`src/rtl/alu_result_pipe.sv`:
```
// EX->MEM result stage: 2-entry skid buffer (head H, skid S) carrying ALU result, flags and rd,
// with a forwarding tap on the head. Build with OVF_TRAP_EN to enable the overflow trap + trap_cnt.
module alu_result_pipe #(
  parameter int DW = 32,
  parameter int RW = 5
) (
  input  logic          clk,
  input  logic          rst,
  input  logic          in_valid,
  output logic          in_ready,
  input  logic [DW-1:0] in_c,
  input  logic          in_zero,
  input  logic          in_carry,
  input  logic          in_overflow,
  input  logic [3:0]    in_aluc,
  input  logic [RW-1:0] in_rd,
  input  logic          in_wen,
  output logic          out_valid,
  input  logic          out_ready,
  output logic [DW-1:0] out_data,
  output logic [RW-1:0] out_rd,
  output logic          out_wen,
  output logic          out_zero,
  output logic          out_carry,
  output logic          fwd_valid,
  output logic [RW-1:0] fwd_rd,
  output logic [DW-1:0] fwd_data,
  output logic          ovf_trap
`ifdef OVF_TRAP_EN
  ,
  output logic [7:0]    trap_cnt
`endif
);

  // Entry layout: {data, rd, wen, zero, carry}
  localparam int EW = DW + RW + 3;

  typedef enum logic [1:0] {
    ST_EMPTY = 2'd0,
    ST_ONE   = 2'd1,
    ST_FULL  = 2'd2
  } state_t;

  state_t         state_q, state_d;
  logic [EW-1:0]  h_q, h_d;
  logic [EW-1:0]  s_q, s_d;
  logic [EW-1:0]  in_entry_s;
  logic           accept_s;
  logic           pop_s;
  logic           wen_s;
  logic           rd_nz_s;

  assign in_ready  = (state_q != ST_FULL);
  assign out_valid = (state_q != ST_EMPTY);
  assign accept_s  = in_valid & in_ready;
  assign pop_s     = out_valid & out_ready;
  assign rd_nz_s   = (in_rd != {RW{1'b0}});

`ifdef OVF_TRAP_EN
  function automatic logic is_qual_ovf(input logic ovf, input logic [3:0] aluc);
    return ovf & ((aluc == 4'b0000) | (aluc == 4'b0010));
  endfunction

  logic       qual_ovf_s;
  logic       ovf_trap_q, ovf_trap_d;
  logic [7:0] trap_cnt_q, trap_cnt_d;

  assign qual_ovf_s = is_qual_ovf(in_overflow, in_aluc);
  assign wen_s      = in_wen & rd_nz_s & ~qual_ovf_s;

  // Trap pulse and saturating counter next-state
  always_comb begin
    ovf_trap_d = accept_s & qual_ovf_s;
    trap_cnt_d = trap_cnt_q;
    if (ovf_trap_d && (trap_cnt_q != 8'hFF)) begin
      trap_cnt_d = trap_cnt_q + 8'd1;
    end else begin
      trap_cnt_d = trap_cnt_q;
    end
  end

  // Trap registers
  always_ff @(posedge clk) begin
    if (rst) begin
      ovf_trap_q <= 1'b0;
      trap_cnt_q <= 8'd0;
    end else begin
      ovf_trap_q <= ovf_trap_d;
      trap_cnt_q <= trap_cnt_d;
    end
  end

  assign ovf_trap = ovf_trap_q;
  assign trap_cnt = trap_cnt_q;
`else
  logic ovf_unused_s;

  // Overflow and opcode only matter when the trap is built in
  assign ovf_unused_s = ^{in_overflow, in_aluc};
  assign wen_s        = in_wen & rd_nz_s;
  assign ovf_trap     = 1'b0;
`endif

  assign in_entry_s = {in_c, in_rd, wen_s, in_zero, in_carry};

  // Skid-buffer next state: FIFO order, H always holds the oldest entry
  always_comb begin
    state_d = state_q;
    h_d     = h_q;
    s_d     = s_q;
    case (state_q)
      ST_EMPTY: begin
        if (accept_s) begin
          h_d     = in_entry_s;
          state_d = ST_ONE;
        end else begin
          state_d = ST_EMPTY;
        end
      end
      ST_ONE: begin
        if (accept_s && pop_s) begin
          h_d     = in_entry_s;
          state_d = ST_ONE;
        end else if (pop_s) begin
          state_d = ST_EMPTY;
        end else if (accept_s) begin
          s_d     = in_entry_s;
          state_d = ST_FULL;
        end else begin
          state_d = ST_ONE;
        end
      end
      ST_FULL: begin
        if (pop_s) begin
          h_d     = s_q;
          state_d = ST_ONE;
        end else begin
          state_d = ST_FULL;
        end
      end
      default: begin
        state_d = ST_EMPTY;
      end
    endcase
  end

  // Storage registers
  always_ff @(posedge clk) begin
    if (rst) begin
      state_q <= ST_EMPTY;
      h_q     <= {EW{1'b0}};
      s_q     <= {EW{1'b0}};
    end else begin
      state_q <= state_d;
      h_q     <= h_d;
      s_q     <= s_d;
    end
  end

  assign out_data  = h_q[EW-1 -: DW];
  assign out_rd    = h_q[RW+2:3];
  assign out_wen   = h_q[2];
  assign out_zero  = h_q[1];
  assign out_carry = h_q[0];

  assign fwd_valid = out_valid & out_wen & (out_rd != {RW{1'b0}});
  assign fwd_rd    = out_rd;
  assign fwd_data  = out_data;

endmodule
```
`config.mk`:
```
export PLATFORM = sky130hd
export DESIGN_NAME = alu_result_pipe
export DESIGN_NICKNAME = d
export VERILOG_FILES = /design/src/rtl/alu_result_pipe.sv
export SDC_FILE = /design/constraint.sdc
export NUM_CORES = 1
export LEC_CHECK = 0
export ABC_CLOCK_PERIOD_IN_PS = 2900
export CAP_MARGIN = 20
export CORE_UTILIZATION = 30
export CTS_CLUSTER_SIZE = 20
export DETAILED_ROUTE_END_ITERATION = 12
export PLACE_DENSITY = 0.55
export RECOVER_POWER = 100
export SYNTH_ARGS = -nofsm -noshare
export SYNTH_HDL_FRONTEND = slang
export SYNTH_SLANG_ARGS = --single-unit
```
`constraint.sdc`:
```
create_clock -name clk -period 2.9 [get_ports clk]
set_input_delay 0.58 -clock clk [delete_from_list [all_inputs] [get_ports clk]]
set_output_delay 0.58 -clock clk [all_outputs]
set_load 0.005 [all_outputs]
```
# After elaboration in Yosys (flattened, before gate mapping)

Index checks and enable logic that the tools add are counted.

Reduce and logical (&&, ||, !) cells: 8
$lt $le $gt $ge: 0
Add/sub/neg operators: 0
$mul: 0
Bitwise gates (word level): 7
Shift operators: 0
Divide/modulo/power cells: 0
Multiplexer cells: 10
Equal/unequal tests: 6

Operators with widths:

| cell                                                | count |
|---|---|
| 2-to-1 mux 40 bit                                   | 3 |
| one-hot mux 40 bit (3 select lines)                 | 1 |
| nonzero test 5 bit                                  | 2 |
| 2-to-1 mux 2 bit                                    | 4 |
| inequality test 2 bit, second input constant        | 4 |
| AND reduction 4 bit                                 | 2 |
| one-hot mux 2 bit (3 select lines)                  | 1 |
| AND 1 bit                                           | 5 |
| nonzero test 3 bit                                  | 1 |
| equality test 2 x 1 -> 1 bit, second input constant | 1 |
| equality test 2 bit, second input constant          | 1 |
| logical NOT 2 bit                                   | 1 |
| NOT 1 bit                                           | 2 |
| nonzero test 2 bit                                  | 1 |
| logical AND 1 bit                                   | 1 |
| 2-to-1 mux 1 bit                                    | 1 |

Latch bits: 0
Output and inout port bits: 81
Bits in registers: 82
Bits of input ports: 49
RAM bits: 0
Bits in read-only memories: 0
Memories: 0
Logic and storage cells: 34

# Longest topological paths before layout

Word-level depth: 6
Depth in mapped cells: 5
Depth with buffers taken out: 3

# Worst setup path before layout

No wires, ideal clock.

Path type: register to output
Start: register h_q[4]
End: output port fwd_valid
Arrival time: 1.039 ns
Buffers on the path: 0
Setup slack: 1.281 ns
Stages on the path, launching flop included: 3
Required time: 2.320 ns
Path through: dfxtp_1 or4_1 o211a_1

Word-level cells in the longest chain between the ends: 2

Ends and longest elaborated chain:

| element                | line | RTL |
|---|---|---|
| from (decl)            | 45   | `logic [EW-1:0] h_q, h_d;` |
| from (signal assigned) | 151  | `h_q <= {EW{1'b0}};` |
| nonzero test 5 bit     | 166  | `assign fwd_valid = out_valid & out_wen & (out_rd != {RW{1'b0}});` |
| AND 1 bit              | 166  |  |
| to (decl)              | 25   | `output logic fwd_valid,` |

Every way passes these cells.

# Worst setup path in the final report

Ends and elaborated chain as after synthesis.

==> results.md <==
Synth:
- The synthesized-area fraction occupied by adder cells is 0.
- The net count after synthesis is 471.
- The main combinational cell family by area after synthesis is compound AO/OA/AOI/OAI gates.
- The post-synthesis instance total is 422.
- The async set-reset flop share out of synthesis is 0.
- The post-synthesis compound-gate area fraction came to 0.267.
- The synthesized design contains 0 enable-type register cells.
- The synthesis-stage register bit count is 82.
- The warning count from the yosys run is 0.
- Of the synthesized area, sequential elements account for 0.409.
- The post-synthesis instance area is 0.00401 mm^2.
- Yosys mapped the design onto 29 distinct sky130hd cell types.
- The synthesized area divided by synthesized cell count is 9.50 um^2.
- The simple-gate portion of the synthesized area is 0.0996.
- The portion of synthesized area spent on multiplexers is 0.0974.
- The flip-flop cell with the highest count after synthesis is sky130_fd_sc_hd__dfxtp_1.
- The parity-gate share of the synthesized area counting xor and xnor cells is 0.

Layout:
- The area overhead of the layout relative to synthesis is 34.4%.
- The final antenna diode count is 0.
- The library cells used most frequently in the layout, excluding fill and tap cells, are 82 x sky130_fd_sc_hd__dfxtp_1, 82 x sky130_fd_sc_hd__dlygate4sd3_1, 81 x sky130_fd_sc_hd__nand2_1, 41 x sky130_fd_sc_hd__a211oi_1, 41 x sky130_fd_sc_hd__a21oi_1.
- The number of nets in the layout is 540.
- The fraction of final layout cells sized beyond drive strength 1 is 0.145.
- The filler cell count in the final layout is 1,267.
- The finished layout holds 668 standard cells, fillers aside.

Place:
- Including well taps, the total number of placed cells is 652.
- The final estimated routing congestion in global placement is 0.701.
- During placement, the flow inserted port buffers numbering 123.
- The post-DP HPWL is 6930 um.
- Timing analysis after detailed placement gives a worst setup slack of 501 ps.

Run:
- The number of violations of the max-capacitance limit is 0.

Detailed routing:
- The count of unresolved DRC violations after routing is 0.
- The number of routed nets with antenna violations is 0.
- The post-detailed-routing wire length is 10,700 um.
- The number of violations reported at the end of detailed-routing iteration 0 is 140.
- The first detailed-routing pass ran for 4 iterations.
- The average wire per cell in the routed design is 16.0 um.
- Summing over every cut layer, the via total after detailed routing is 3,310.
- The per-cell via count in the routed design is 4.96.

Critical path:
- Traced cell by cell, the critical path runs through or4_1, o211a_1, dlygate4sd3_1.
- STA classifies the critical path startpoint as a register.
- The register-to-register setup slack is 750 ps.
- In this run the worst path has a maximum fanout of 4.
- The biggest cell delay along the critical path is 580 ps.
- The slowest cell on the critical path is sky130_fd_sc_hd__dlygate4sd3_1.
- Together, buffers and inverters on the worst path number 1.
- For the worst setup path, the data arrival time is 2040 ps.
- The critical path required time is 2320 ps.
- Broken down by cell family, the worst path's largest delay share belongs to buffers and inverters.
- The kind of end point of the critical path is an output port.
- The worst setup path category is register to output port.

Clock network:
- TritonCTS built the clock tree.
- The number of H-tree branching levels is 3.
- The clock transition at the registers of the reported paths is 60 ps.
- Hold repair after CTS inserted 0 buffers.
- The total of cells resized after clock tree synthesis is 0.
- The TritonCTS sink count is 82.
- The number of buffers between clock root and the deepest sink is 2.
- The number of clock buffers added by TritonCTS is 9.
- The post-CTS repair timing setup buffer count is 0.
- The clock latency on the worst-skew pair is 340 ps.
- The clock tree root buffer cell is sky130_fd_sc_hd__clkbuf_16.

Power and ir drop:
- The final total power is 2.95 mW.
- The worst ir drop on vdd is 0.207 mV.
- The static leakage is 2.21 nW.
- Power spread over the standard cell area amounts to 547 mW/mm^2.

STA:
- The worst-case setup margin in the final layout is 284 ps.
- The final-report max-slew violation count came to 0.
- In this run the tightest slew margin relative to its limit is 0.507.
- Setup repair after global routing left no endpoint under its margin.
- For the pin with the worst max-slew slack, the measured transition is 739 ps.
- The number of hold violations in the final report is 0.
- The final period utilization is 0.902.
- For the final routed database, the setup TNS stands at 0 ps.
- The clock period could shrink to 2620 ps.
- The achievable frequency is 382 MHz.
- The final worst clock skew is 4.61 ps.
- The final number of setup-violating endpoints is 0.

Floorplan:
- The region available for standard cell placement spans 0.0128 mm^2.
- The initial utilization of the core area, before any placement, comes to 0.313.
- During I/O placement, the number of pins put on the boundary was 130.
- The height of the chip is 118 um.
- Measured along the x axis, the die boundary spans 118 um.
- Row generation in the floorplan step produced 41 rows.
- The die outline area is 0.0138 mm^2.

Global routing:
- The via count of the first global-routing pass came to 3,237.
- The number of antenna violations at the first check in global routing is 0.
- The pin count of the biggest net entering global routing is 49.
- The overflow left after global routing is 0.
- The first global-routing pass estimated 17,300 um of wire.
- The global-route usage over all layers is 0.158.

Outcome:
- The run finished with clean final reports.

Worst hold path:
- The path class of the tightest hold or removal check is register to register.
synth_stat cells, types with 2 or more instances:
master | instances | area, um^2
sky130_fd_sc_hd__nand2b_1 | 2 | 12.5
sky130_fd_sc_hd__or4_1 | 2 | 15.0
sky130_fd_sc_hd__buf_2 | 11 | 55.1
sky130_fd_sc_hd__a211oi_1 | 41 | 308
sky130_fd_sc_hd__o211ai_1 | 2 | 15.0
sky130_fd_sc_hd__nand2_1 | 81 | 304
sky130_fd_sc_hd__buf_6 | 4 | 45.0
sky130_fd_sc_hd__buf_1 | 4 | 15.0
sky130_fd_sc_hd__a211oi_2 | 39 | 488
sky130_fd_sc_hd__clkbuf_1 | 16 | 60.1
sky130_fd_sc_hd__dfxtp_1 | 82 | 1640
sky130_fd_sc_hd__a21oi_1 | 41 | 205
sky130_fd_sc_hd__mux2i_1 | 39 | 390
sky130_fd_sc_hd__buf_4 | 43 | 323
worst reg2reg max path, cell delays in order, from the launching register on:
cell and delay [ps]:
sky130_fd_sc_hd__dfxtp_1 470, sky130_fd_sc_hd__and3b_1 520, sky130_fd_sc_hd__clkbuf_2 670, sky130_fd_sc_hd__a211oi_1 140
sky130_fd_sc_hd__a311oi_2 260
metal layers:
layer  routed length [um]  GRT usage  up-vias
met5                    0          0        -
met4                  110     0.0417        0
met3                  476     0.0441       10
met2                 5210      0.271       94
met1                 4920      0.194     1597
li1                     -          -     1609
metrics by stage:
stage	hold slack (ps)	area, um^2	util
6_report	452	5390	0.420
5_1_grt	467	5390	0.420
4_1_cts	454	5410	0.422
3_5_place_dp	446	5110	0.399
3_3_place_gp	441	5110	0.399
2_1_floorplan	436	4010	-
sequential cells by signal (all words and copies together), names as in the netlist:
signal / flops
s_q: 40
h_q: 40
state_q: 2
where the power goes:
part	total [mW]	internal, mW	leakage [nW]	switching, mW
combinational	0.530	0.295	1.39	0.236
sequential	1.25	1.20	0.672	0.0529
clock	1.17	0.714	0.147	0.454
total	2.95	2.20	2.21	0.742
path summary, 6_finish.rpt:
| path | to | startpoint | cells past startpoint |
|---|---|---|---|
| max | fwd_valid | h_q[4]$_SDFFE_PP0P_ | 3 |
| min reg2reg | s_q[26]$_SDFFE_PP0P_ | s_q[26]$_SDFFE_PP0P_ | 2 |
| min | s_q[26]$_SDFFE_PP0P_ | s_q[26]$_SDFFE_PP0P_ | 2 |
| max reg2reg | h_q[2]$_SDFFE_PP0P_ | state_q[1]$_SDFF_PP0_ | 4 |
cell families (layout without fill, tap and decap cells):
group                  Yosys count  count (layout)
multiplexers                    39              39
AO/OA/AOI/OAI                  128             128
flip-flops                      82              82
buffers and inverters           79             153
AND/OR/NAND/NOR                 93              93
other                            1               1
final cells by class:
cell class              instances  area [um^2]  area share
repair buffers                137         1360       0.252
clock inverters                 2         35.0     0.00650
multi-input cells             261         1870       0.348
flip-flops and latches         82         1640       0.305
clock buffers                  14          264      0.0490
well taps                     172          215      0.0399
Note: power is estimated with default switching activity, not from simulation.
